[src/rtl/cu_sequencer.sv]
// CPU control unit: fetches 16-bit instructions over the MMU get/set/rdy handshake,
// sequences the external combinational ALU and a small register file, and runs LOAD/STORE.
module cu_sequencer #(
  parameter logic [15:0] RESET_IPR = 16'h0000,
  parameter int unsigned NREGS     = 4
) (
  input  logic        clk,
  input  logic        rst,
  input  logic        MMU_rdy,
  input  logic [15:0] MMU_rx_data,
  output logic [15:0] MMU_tx_data,
  output logic [15:0] MMU_addr,
  output logic        MMU_get,
  output logic        MMU_set,
  output logic [3:0]  alu_opcode,
  output logic [15:0] alu_operand1,
  output logic [15:0] alu_operand2,
  input  logic [15:0] alu_result,
  output logic        halted,
  output logic        illegal_op,
  output logic [15:0] dbg_ipr
);

  localparam logic [2:0] StFetch     = 3'd0;
  localparam logic [2:0] StFetchWait = 3'd1;
  localparam logic [2:0] StDecode    = 3'd2;
  localparam logic [2:0] StExec      = 3'd3;
  localparam logic [2:0] StMemReq    = 3'd4;
  localparam logic [2:0] StMemWait   = 3'd5;
  localparam logic [2:0] StHalt      = 3'd6;

  localparam logic [3:0] OpDiv   = 4'h4;
  localparam logic [3:0] OpLdi   = 4'h7;
  localparam logic [3:0] OpLoad  = 4'h8;
  localparam logic [3:0] OpStore = 4'h9;
  localparam logic [3:0] OpHalt  = 4'hF;

  logic [2:0]  state_q, state_d;
  logic [15:0] ipr_q, ipr_d;
  logic [15:0] ir_q, ir_d;
  logic [15:0] regs_q [NREGS];
  logic [15:0] regs_d [NREGS];
  logic [15:0] addr_q, addr_d;
  logic [15:0] tx_q, tx_d;
  logic        get_q, get_d;
  logic        set_q, set_d;
  logic [3:0]  opc_q, opc_d;
  logic [15:0] opa_q, opa_d;
  logic [15:0] opb_q, opb_d;
  logic        halted_q, halted_d;
  logic        illegal_q, illegal_d;

  logic [3:0] op;
  logic [1:0] rd, rs1, rs2;

  assign op  = ir_q[15:12];
  assign rd  = ir_q[11:10];
  assign rs1 = ir_q[9:8];
  assign rs2 = ir_q[7:6];

  always_comb begin
    state_d   = state_q;
    ipr_d     = ipr_q;
    ir_d      = ir_q;
    regs_d    = regs_q;
    addr_d    = addr_q;
    tx_d      = tx_q;
    get_d     = 1'b0;
    set_d     = 1'b0;
    opc_d     = opc_q;
    opa_d     = opa_q;
    opb_d     = opb_q;
    halted_d  = halted_q;
    illegal_d = illegal_q;

    case (state_q)
      StFetch: begin
        addr_d  = ipr_q;
        get_d   = 1'b1;
        state_d = StFetchWait;
      end
      StFetchWait: begin
        if (MMU_rdy) begin
          ir_d    = MMU_rx_data;
          ipr_d   = ipr_q + 16'd1;
          state_d = StDecode;
        end
      end
      StDecode: begin
        opc_d = op;
        opa_d = regs_q[rs1];
        opb_d = regs_q[rs2];
        if (op <= OpDiv) begin
          state_d = StExec;
        end else begin
          case (op)
            OpLdi: begin
              regs_d[rd] = {8'h00, ir_q[7:0]};
              state_d    = StFetch;
            end
            OpLoad, OpStore: state_d = StMemReq;
            OpHalt: begin
              halted_d = 1'b1;
              state_d  = StHalt;
            end
            default: begin
              illegal_d = 1'b1;
              state_d   = StFetch;
            end
          endcase
        end
      end
      StExec: begin
        regs_d[rd] = alu_result;
        state_d    = StFetch;
      end
      StMemReq: begin
        addr_d = regs_q[rs1];
        if (op == OpStore) begin
          set_d = 1'b1;
          tx_d  = regs_q[rs2];
        end else begin
          get_d = 1'b1;
        end
        state_d = StMemWait;
      end
      StMemWait: begin
        if (MMU_rdy) begin
          if (op == OpLoad) regs_d[rd] = MMU_rx_data;
          state_d = StFetch;
        end
      end
      StHalt: halted_d = 1'b1;
      default: state_d = StFetch;
    endcase
  end

  // Reset abandons any outstanding transfer; a late rdy lands in StFetch and is ignored.
  always_ff @(posedge clk) begin
    if (rst) begin
      state_q   <= StFetch;
      ipr_q     <= RESET_IPR;
      ir_q      <= '0;
      addr_q    <= '0;
      tx_q      <= '0;
      get_q     <= 1'b0;
      set_q     <= 1'b0;
      opc_q     <= '0;
      opa_q     <= '0;
      opb_q     <= '0;
      halted_q  <= 1'b0;
      illegal_q <= 1'b0;
      for (int unsigned i = 0; i < NREGS; i++) regs_q[i] <= '0;
    end else begin
      state_q   <= state_d;
      ipr_q     <= ipr_d;
      ir_q      <= ir_d;
      addr_q    <= addr_d;
      tx_q      <= tx_d;
      get_q     <= get_d;
      set_q     <= set_d;
      opc_q     <= opc_d;
      opa_q     <= opa_d;
      opb_q     <= opb_d;
      halted_q  <= halted_d;
      illegal_q <= illegal_d;
      regs_q    <= regs_d;
    end
  end

  assign MMU_addr     = addr_q;
  assign MMU_tx_data  = tx_q;
  assign MMU_get      = get_q;
  assign MMU_set      = set_q;
  assign alu_opcode   = opc_q;
  assign alu_operand1 = opa_q;
  assign alu_operand2 = opb_q;
  assign halted       = halted_q;
  assign illegal_op   = illegal_q;
  assign dbg_ipr      = ipr_q;

endmodule

[config.mk]
export PLATFORM = sky130hd
export DESIGN_NAME = cu_sequencer
export DESIGN_NICKNAME = d
export VERILOG_FILES = /design/src/rtl/cu_sequencer.sv
export SDC_FILE = /design/constraint.sdc
export NUM_CORES = 1
export LEC_CHECK = 0
export BUFFER_PORTS_ARGS = -buffer_cell sky130_fd_sc_hd__buf_4
export CORE_ASPECT_RATIO = 2
export CORE_UTILIZATION = 45
export DETAILED_ROUTE_END_ITERATION = 12
export HOLD_SLACK_MARGIN = 0.15
export PLACE_DENSITY = 0.74
export SLEW_MARGIN = 5
export SYNTH_ARGS = -nofsm -noshare
export SYNTH_HDL_FRONTEND = slang
export SYNTH_SLANG_ARGS = --single-unit
[constraint.sdc]
create_clock -name clk -period 2.12 [get_ports clk]
set_input_delay 0.424 -clock clk [delete_from_list [all_inputs] [get_ports clk]]
set_output_delay 0.424 -clock clk [all_outputs]
set_load 0.03 [all_outputs]
==> metrics.cfg, run 1 <==
[status]
status = complete, no violations

[sta]
hold_viol = 0
timing.final.ws_setup_ns = 0.212
rsz0062_at_grt = no
worst_clock_skew_ns = 0.0143
finalCritPeriodShare_pct = 90.0
setup_viol = 0
slew_viol_final = 0
tns_ns = 0
fmax_mhz = 524
slew_headroom_pct = 69.4
period_needed_ns = 1.91
worstMarginPinSlew_ns = 0.458

[global_route]
track_usage_pct = 24.5
use_met3_pct = 3.98
grt_pass1_vias = 6284
grt_pass1_wl_um = 32300
met1_usage_pct = 26.3
grt.busiest_layer = met2
antenna_found_initial = 0
grt_max_degree = 92
overflow = 0
grtUsageMet2_pct = 43.4

[logic_synthesis]
synth_cells = 821
synth_seq_cells = 171
synth_cell_types = 50
synth.cell_area_um2 = 7630
synth_edf_count = 0
synth_area_leader_cell = dfxtp_1
synthArstFlopShare_pct = 0
synth_top_area_share_pct = 44.9
syn_avg_cell_area_um2 = 9.29
synth_nets = 857
ys.flop_type = dfxtp_1
synth.area.top_cells = dfxtp_1 45%, mux4_2 9.4%, mux2i_1 9.3%
seq_area_frac_synth_pct = 44.9
yosysWarnings = 0

[pwr]
p_int_mw = 5.15
power.switching_mw = 1.80
leakage_nw = 3.32
combinationalPowerShare_pct = 8.9
swShare_pct = 25.9
power_frac_seq_pct = 47.6
powerDensity_nw_per_um2 = 739
vdd_drop_max_mv = 0.533
clock_power_share_pct = 43.5

[finish]
num_antenna_cells = 0
area_delta_synth_final_pct = 23.2
layout.nets = 965
layout-drive-gt1-share_pct = 24.2

[clock_network]
clkTransAtPathRegs_ns = 0.07
numCtsBuffers = 17
root_buffer = clkbuf_16
hold_buffers = 0
cts_tree = yes
htree_levels = 4
worstSkewPairLatency_ns = 0.43
post_cts_buffers = 0
clock-sinks = 171
cts_buffer_depth = 2
cts_resized = 0

[floorplanning]
die_h_um = 186
core_um2 = 16700
die_w_um = 94.1
start_util_pct = 45.7
core.rowCount = 67
dieArea_um2 = 17500
ioPinCount = 123

[placement]
finalWeightedCongestion = 0.836
place_ws_ns = 0.275
dp_hpwl_um = 14900
port_buffers = 122

[routing]
drt_iter0_drc = 397
wirelength_um = 20400
vias = 6353
drc = 0
antenna_left = 0
wire_per_inst_um = 17.8
firstDrtPassIters = 5
vias_per_cell = 5.53

[critical_path]
endpoint_kind = flip-flop
critPathMaxFanout = 14
critPathMaxStageDelay_ns = 0.39
path_cells = buf_4 > nand2b_1 > o221ai_1 > a21oi_1 > mux2i_1 > nor2_1
criticalPathCategory = flip-flop to flip-flop
critPathArrivalTime_ns = 2.27
slowest_stage = a21oi_1
required_ns = 2.48
critPathLaunchType = flip-flop

[job]
cap_violations = 0

[min_path]
hp-class = input pin to flip-flop

[critical path: cells and delay by family, from the launching register on]
kind,cells,cell delay [ns]
DFF,1,0.38
muxes,1,0.17
and+or+nand+nor,2,0.50
buffers and inverters,1,0.23
AOI/OAI and AO/OA,2,0.55
[per-layer routing]
metal | routed length [um] | vias to the layer above
met5 | 0 | -
met4 | 1230 | 0
met3 | 853 | 53
met2 | 10700 | 215
met1 | 7660 | 3008
li1 | - | 3077
[area by class of cell]
class                           instances  area [um2]
Fill cell                            1522        7280
Multi-Input combinational cell        583        3890
Sequential cell                       171        3420
Timing Repair Buffer                  149        1230
Clock buffer                           18         429
Tap cell                              207         259
Clock inverter                         14         139
Inverter                                7        26.3
[power groups by stage]
stage               sequential [mW]  combinational, mW  clock (mW)
finish                         3.31              0.617        3.02
global route                   3.32              0.667        3.17
CTS                            3.31              0.619        3.05
detailed placement             3.38              0.617           0
global placement               3.38              0.613           0
floorplan                      3.43              0.334           0
[cells in the mapped netlist, types with 2 or more instances]
| master | n |
|---|---|
| nand3_1 | 12 |
| a22o_1 | 3 |
| nand2b_1 | 15 |
| a22oi_1 | 5 |
| clkbuf_1 | 32 |
| and3b_1 | 2 |
| nor4_1 | 2 |
| xnor2_1 | 7 |
| buf_6 | 4 |
| or3_1 | 3 |
| nor2_1 | 95 |
| buf_2 | 17 |
| o221ai_1 | 16 |
| dfxtp_1 | 171 |
| inv_1 | 6 |
| buf_1 | 4 |
| mux4_2 | 32 |
| and3_1 | 2 |
| mux2i_1 | 71 |
| nand2_1 | 153 |
| xor2_1 | 5 |
| o21ai_0 | 11 |
| a211oi_1 | 14 |
| a21oi_1 | 93 |
| nor3_2 | 2 |
| a21oi_4 | 3 |
| nor2b_1 | 11 |
| nor3_1 | 8 |
[final timing paths]
path | start | slack (ns) | cells after the start | end
setup / recovery | state_q[2]$_SDFFE_PP0P_ | 0.21 | 6 | flip-flop
hold / removal | MMU_rx_data[4] | 0.24 | 3 | ir_q[4]$_SDFFE_PP0P_
setup reg to reg | state_q[2]$_SDFFE_PP0P_ | 0.21 | 6 | flip-flop
hold reg to reg | alu_operand2[11]$_SDFFE_PP0P_ | 0.45 | 2 | alu_operand2[11]$_SDFFE_PP0P_
[metrics by stage]
| stage | cells | power [mW] | hold WS [ns] | area [um2] | utilization [%] |
|---|---|---|---|---|---|
| after detailed placement | 1117 | 4.00 | 0.447 | 8830 | 52.9 |
| after CTS | 1149 | 6.98 | 0.237 | 9400 | 56.3 |
| after floorplan | 821 | 3.77 | 0.453 | 7630 | - |
| after global routing | 1149 | 7.15 | 0.234 | 9400 | 56.3 |
| after global placement | 1117 | 4.00 | 0.443 | 8830 | 52.9 |
| final | 1149 | 6.95 | 0.238 | 9400 | 56.3 |
[cells by family after synthesis]
group | share of synthesized area (%)
buffers and inverters | 4.25
flip-flops | 44.9
AO/OA/AOI/OAI | 12.3
multiplexers | 18.8
XOR/XNOR | 1.38
adder cells (fa/ha/maj) | 0.164
AND/OR/NAND/NOR | 18.3
[cells in the final DEF, fill, tap and decap left out, types with 3 or more instances in the layout]
cell type  count
dfxtp_1      171
nand2_1      153
buf_4        140
nor2_1        94
a21oi_1       93
mux2i_1       71
mux4_2        32
clkbuf_16     17
o221ai_1      16
nand2b_1      15
a211oi_1      14
nand3_1       12
nor2b_1       11
o21ai_0       11
buf_12         9
nor3_1         8
xnor2_1        7
inv_1          6
a22oi_1        5
xor2_1         5
clkinv_4       4
a21oi_4        3
a22o_1         3
or3_1          3
inv_6          3
Power figures use the tool's default switching activity.
==> inputs of run 2 (changes only) <==
- MAX_ROUTING_LAYER: default -> met4
==> run 2 against run 1 <==
Effect of this change:
- non-clock buffer count stayed put
- flip-flop and latch count is the same
- setup slack better by 0.010 ns
- cell count stayed put
- total power is 0.17% lower
- cell area did not move
==> metrics.cfg, run 2 (synthesis gave the netlist of run 1 again) <==
[floorplanning]
start_util_pct = 45.7
ioPinCount = 123
core.rowCount = 67
die_w_um = 94.1
core_um2 = 16700
dieArea_um2 = 17500
die_h_um = 186

[clock_network]
cts_tree = yes
clock-sinks = 171
cts_buffer_depth = 2
cts_resized = 0
numCtsBuffers = 17
htree_levels = 4
post_cts_buffers = 0
hold_buffers = 0
worstSkewPairLatency_ns = 0.43
clkTransAtPathRegs_ns = 0.07
root_buffer = clkbuf_16

[pwr]
vdd_drop_max_mv = 0.535
powerDensity_nw_per_um2 = 738
leakage_nw = 3.32

[placement]
finalWeightedCongestion = 0.850
dp_hpwl_um = 14900
port_buffers = 122

[status]
status = complete, no violations

[routing]
wire_per_inst_um = 17.8
drc = 0
firstDrtPassIters = 5
vias = 6393
antenna_left = 0
vias_per_cell = 5.56
drt_iter0_drc = 401
wirelength_um = 20400

[global_route]
grt_pass1_vias = 6264
grt_pass1_wl_um = 32300
grt_max_degree = 92
antenna_found_initial = 0
track_usage_pct = 25.2
overflow = 0

[critical_path]
critPathMaxFanout = 24
required_ns = 2.48
endpoint_kind = flip-flop
reg2regPathDepth = 6
critPathLaunchType = flip-flop
critPathArrivalTime_ns = 2.26
criticalPathCategory = flip-flop to flip-flop

[finish]
final_util_pct = 56.3
num_antenna_cells = 0
area_delta_synth_final_pct = 23.2
layout_commonest_cell = dfxtp_1
mostFrequentLayoutCells = 171 x dfxtp_1, 153 x nand2_1, 140 x buf_4
layout-drive-gt1-share_pct = 24.2
fillers = 1522
layout.nets = 965

[sta]
slew_headroom_pct = 69.5
tns_ns = 0
worst_clock_skew_ns = 0.0134
worstMarginPinSlew_ns = 0.457
slew_viol_final = 0
hold_viol = 0
rsz0062_at_grt = no
setup_viol = 0
finalCritPeriodShare_pct = 89.5
period_needed_ns = 1.90
fmax_mhz = 527

[min_path]
hp-class = input pin to flip-flop
min_path_cells = 3

[job]
cap_violations = 0

-- run 2: cell counts in the layout (fill, tap and decap cells not counted) --
Identical to the previous run, type by type.
-- run 2: final cells by class --
class | count | area [um2] | area share [%]
clock buffers | 18 | 429 | 4.57
inverters | 7 | 26.3 | 0.280
multi-input cells | 583 | 3890 | 41.4
well taps | 207 | 259 | 2.76
flip-flops and latches | 171 | 3420 | 36.4
clock inverters | 14 | 139 | 1.48
repair buffers | 149 | 1230 | 13.1
-- run 2: final timing paths --
path	slack, ns	endpoint	from
worst max register to register	0.22	flip-flop	state_q[2]$_SDFFE_PP0P_
worst max-delay path	0.22	flip-flop	state_q[2]$_SDFFE_PP0P_
worst min register to register	0.45	alu_operand2[11]$_SDFFE_PP0P_	alu_operand2[11]$_SDFFE_PP0P_
worst min-delay path	0.24	ir_q[4]$_SDFFE_PP0P_	MMU_rx_data[4]
-- run 2: power breakdown --
group | total (mW) | internal [mW] | switching [mW] | leakage (nW)
Sequential | 3.31 | 3.26 | 0.0463 | 1.38
Clock | 3.01 | 1.65 | 1.36 | 0.275
Combinational | 0.617 | 0.237 | 0.380 | 1.67
Total | 6.94 | 5.15 | 1.79 | 3.32
-- run 2: worst max-delay path: stages, from the launching register on --
cell and delay (ns):
dfxtp_1 0.39, buf_4 0.24, buf_4 0.37, o221ai_1 0.18
a21oi_1 0.38, mux2i_1 0.15, nor2_1 0.11
-- run 2: stage by stage --
stage                     hold slack, ns  total power, mW  std cells  worst slack, ns  instance area (um2)
after floorplan                    0.453             3.77        821            0.449                 7630
after global placement             0.443             4.00       1117            0.322                 8830
after detailed placement           0.447             4.00       1117            0.275                 8830
after CTS                          0.237             6.98       1149            0.263                 9400
after global routing               0.234             7.15       1149           0.0731                 9400
final                              0.238             6.94       1149            0.222                 9400
-- run 2: layer usage --
| layer | global-route usage, % | wire length (um) |
|---|---|---|
| met4 | 16.2 | 1240 |
| met2 | 43.6 | 10700 |
| met5 | - | 0 |
| met1 | 26.3 | 7670 |
| met3 | 3.94 | 820 |
==> inputs of run 3 (changes only) <==
- CORE_MARGIN: default -> 10
==> run 3 against run 2 <==
Effect of this change:
- setup slack improved by 0.021 ns
- clock-buffer cell count fell by 1
- via count rose by 0.20%
- clock power rose by 12%
- cell area rose by 1.1%
- fmax rose by 1.1%
- register-to-register slack improved by 0.02 ns
- critical path depth did not move
- flip-flop and latch count did not move
- global-route usage fell by 6.1 points
==> metrics.cfg, run 3 (synthesis gave the netlist of run 1 again) <==
[clock_network]
clock-sinks = 171
clkTransAtPathRegs_ns = 0.07
post_cts_buffers = 0
htree_levels = 4
cts_tree = yes
cts_buffer_depth = 2
numCtsBuffers = 17
worstSkewPairLatency_ns = 0.43
hold_buffers = 0
root_buffer = clkbuf_16
cts_resized = 0

[job]
cap_violations = 0

[pwr]
powerDensity_nw_per_um2 = 770
leakage_nw = 3.38
vdd_drop_max_mv = 0.595

[global_route]
overflow = 0
grt_max_degree = 89
track_usage_pct = 19.2
grt_pass1_wl_um = 34400
antenna_found_initial = 0
grt_pass1_vias = 6444

[routing]
wire_per_inst_um = 18.9
drt_iter0_drc = 420
firstDrtPassIters = 5
drc = 0
vias = 6406
wirelength_um = 21800
antenna_left = 0
vias_per_cell = 5.56

[finish]
mostFrequentLayoutCells = 171 x dfxtp_1, 153 x nand2_1, 144 x buf_4
fillers = 1517
area_delta_synth_final_pct = 24.5
layout.nets = 969
final_util_pct = 57.0
num_antenna_cells = 0
layout_commonest_cell = dfxtp_1
layout-drive-gt1-share_pct = 24.6

[critical_path]
criticalPathCategory = flip-flop to flip-flop
critPathArrivalTime_ns = 2.24
r2r_start = state_q[2]$_SDFFE_PP0P_
endpoint_kind = flip-flop
r2r_setup_slack_ns = 0.24
critPathLaunchType = flip-flop
reg2regPathDepth = 6
required_ns = 2.49
critPathMaxFanout = 26

[placement]
dp_hpwl_um = 16200
port_buffers = 122
finalWeightedCongestion = 0.863

[sta]
hold_viol = 0
tns_ns = 0
worst_clock_skew_ns = 0.0102
slew_headroom_pct = 67.4
rsz0062_at_grt = no
worstMarginPinSlew_ns = 0.488
period_needed_ns = 1.88
setup_viol = 0
fmax_mhz = 533
finalCritPeriodShare_pct = 88.5
slew_viol_final = 0

[floorplanning]
ioPinCount = 123
dieArea_um2 = 22900
core.rowCount = 67
start_util_pct = 45.7
die_w_um = 112
core_um2 = 16700
die_h_um = 204

[status]
status = complete, no violations

[min_path]
hold_start = MMU_rx_data[9]
hp-class = input pin to flip-flop
min_path_cells = 3
hold_path_end = ir_q[9]$_SDFFE_PP0P_

run 3: changes by cell type in the layout (fill, tap and decap cells not counted), sizes merged:
cell    change
inv         -1
clkbuf      -1
buf         +4
clkinv      -1
bufinv      +3
run 3: worst max-delay path by stage:
| stage | from | depth (start not counted) | slack [ns] | endpoint |
|---|---|---|---|---|
| 5_1_grt | state_q[2]$_SDFFE_PP0P_ | 6 | 0.08 | flip-flop |
| 2_1_floorplan | ir_q[13]$_SDFFE_PP0P_ | 8 | 0.45 | regs_q[57]$_SDFFE_PP0P_ |
| 3_5_place_dp | MMU_rdy | 7 | 0.26 | flip-flop |
| 4_1_cts | state_q[2]$_SDFFE_PP0P_ | 6 | 0.24 | flip-flop |
| 3_3_place_gp | state_q[2]$_SDFFE_PP0P_ | 6 | 0.32 | dbg_ipr[14]$_SDFFE_PP0P_ |
| 6_report | state_q[2]$_SDFFE_PP0P_ | 6 | 0.24 | flip-flop |
run 3: area by class of cell:
| type | count | area, um2 | area share [%] |
|---|---|---|---|
| multi-input combinational | 583 | 3890 | 41.0 |
| sequential | 171 | 3420 | 36.0 |
| timing repair buffer | 153 | 1260 | 13.3 |
| clock buffer | 17 | 425 | 4.48 |
| tap | 207 | 259 | 2.73 |
| clock inverter | 15 | 215 | 2.26 |
| inverter | 7 | 26.3 | 0.276 |
run 3: per-stage QoR:
step,total power [mW],hold WS [ns],setup WS (ns),instance area [um2],instances
global placement,4.01,0.442,0.321,8860,1121
global route,7.55,0.242,0.0831,9500,1153
CTS,7.37,0.225,0.239,9500,1153
finish,7.31,0.241,0.244,9500,1153
floorplan,3.77,0.453,0.449,7630,821
detailed placement,4.02,0.447,0.260,8860,1121
run 3: metal layers:
layer  global-route usage [%]  share of wire [%]  vias to the layer above
met3                     2.94                3.6                       48
met4                     11.4                4.8                        0
li1                         -                  -                     3094
met2                     33.8                 54                      165
met5                        -                  0                        -
met1                     19.5                 37                     3099
run 3: critical path, stage by stage, from the launching register on:
cell      delay, ns
dfxtp_1        0.38
buf_4          0.22
buf_4          0.37
o221ai_1       0.18
a21oi_1        0.41
mux2i_1        0.14
nor2_1         0.11
run 3: where the power goes:
part	switching, mW	internal, mW
registers	0.0413	3.26
clock network	1.37	2.00
logic	0.388	0.247
total	1.80	5.51
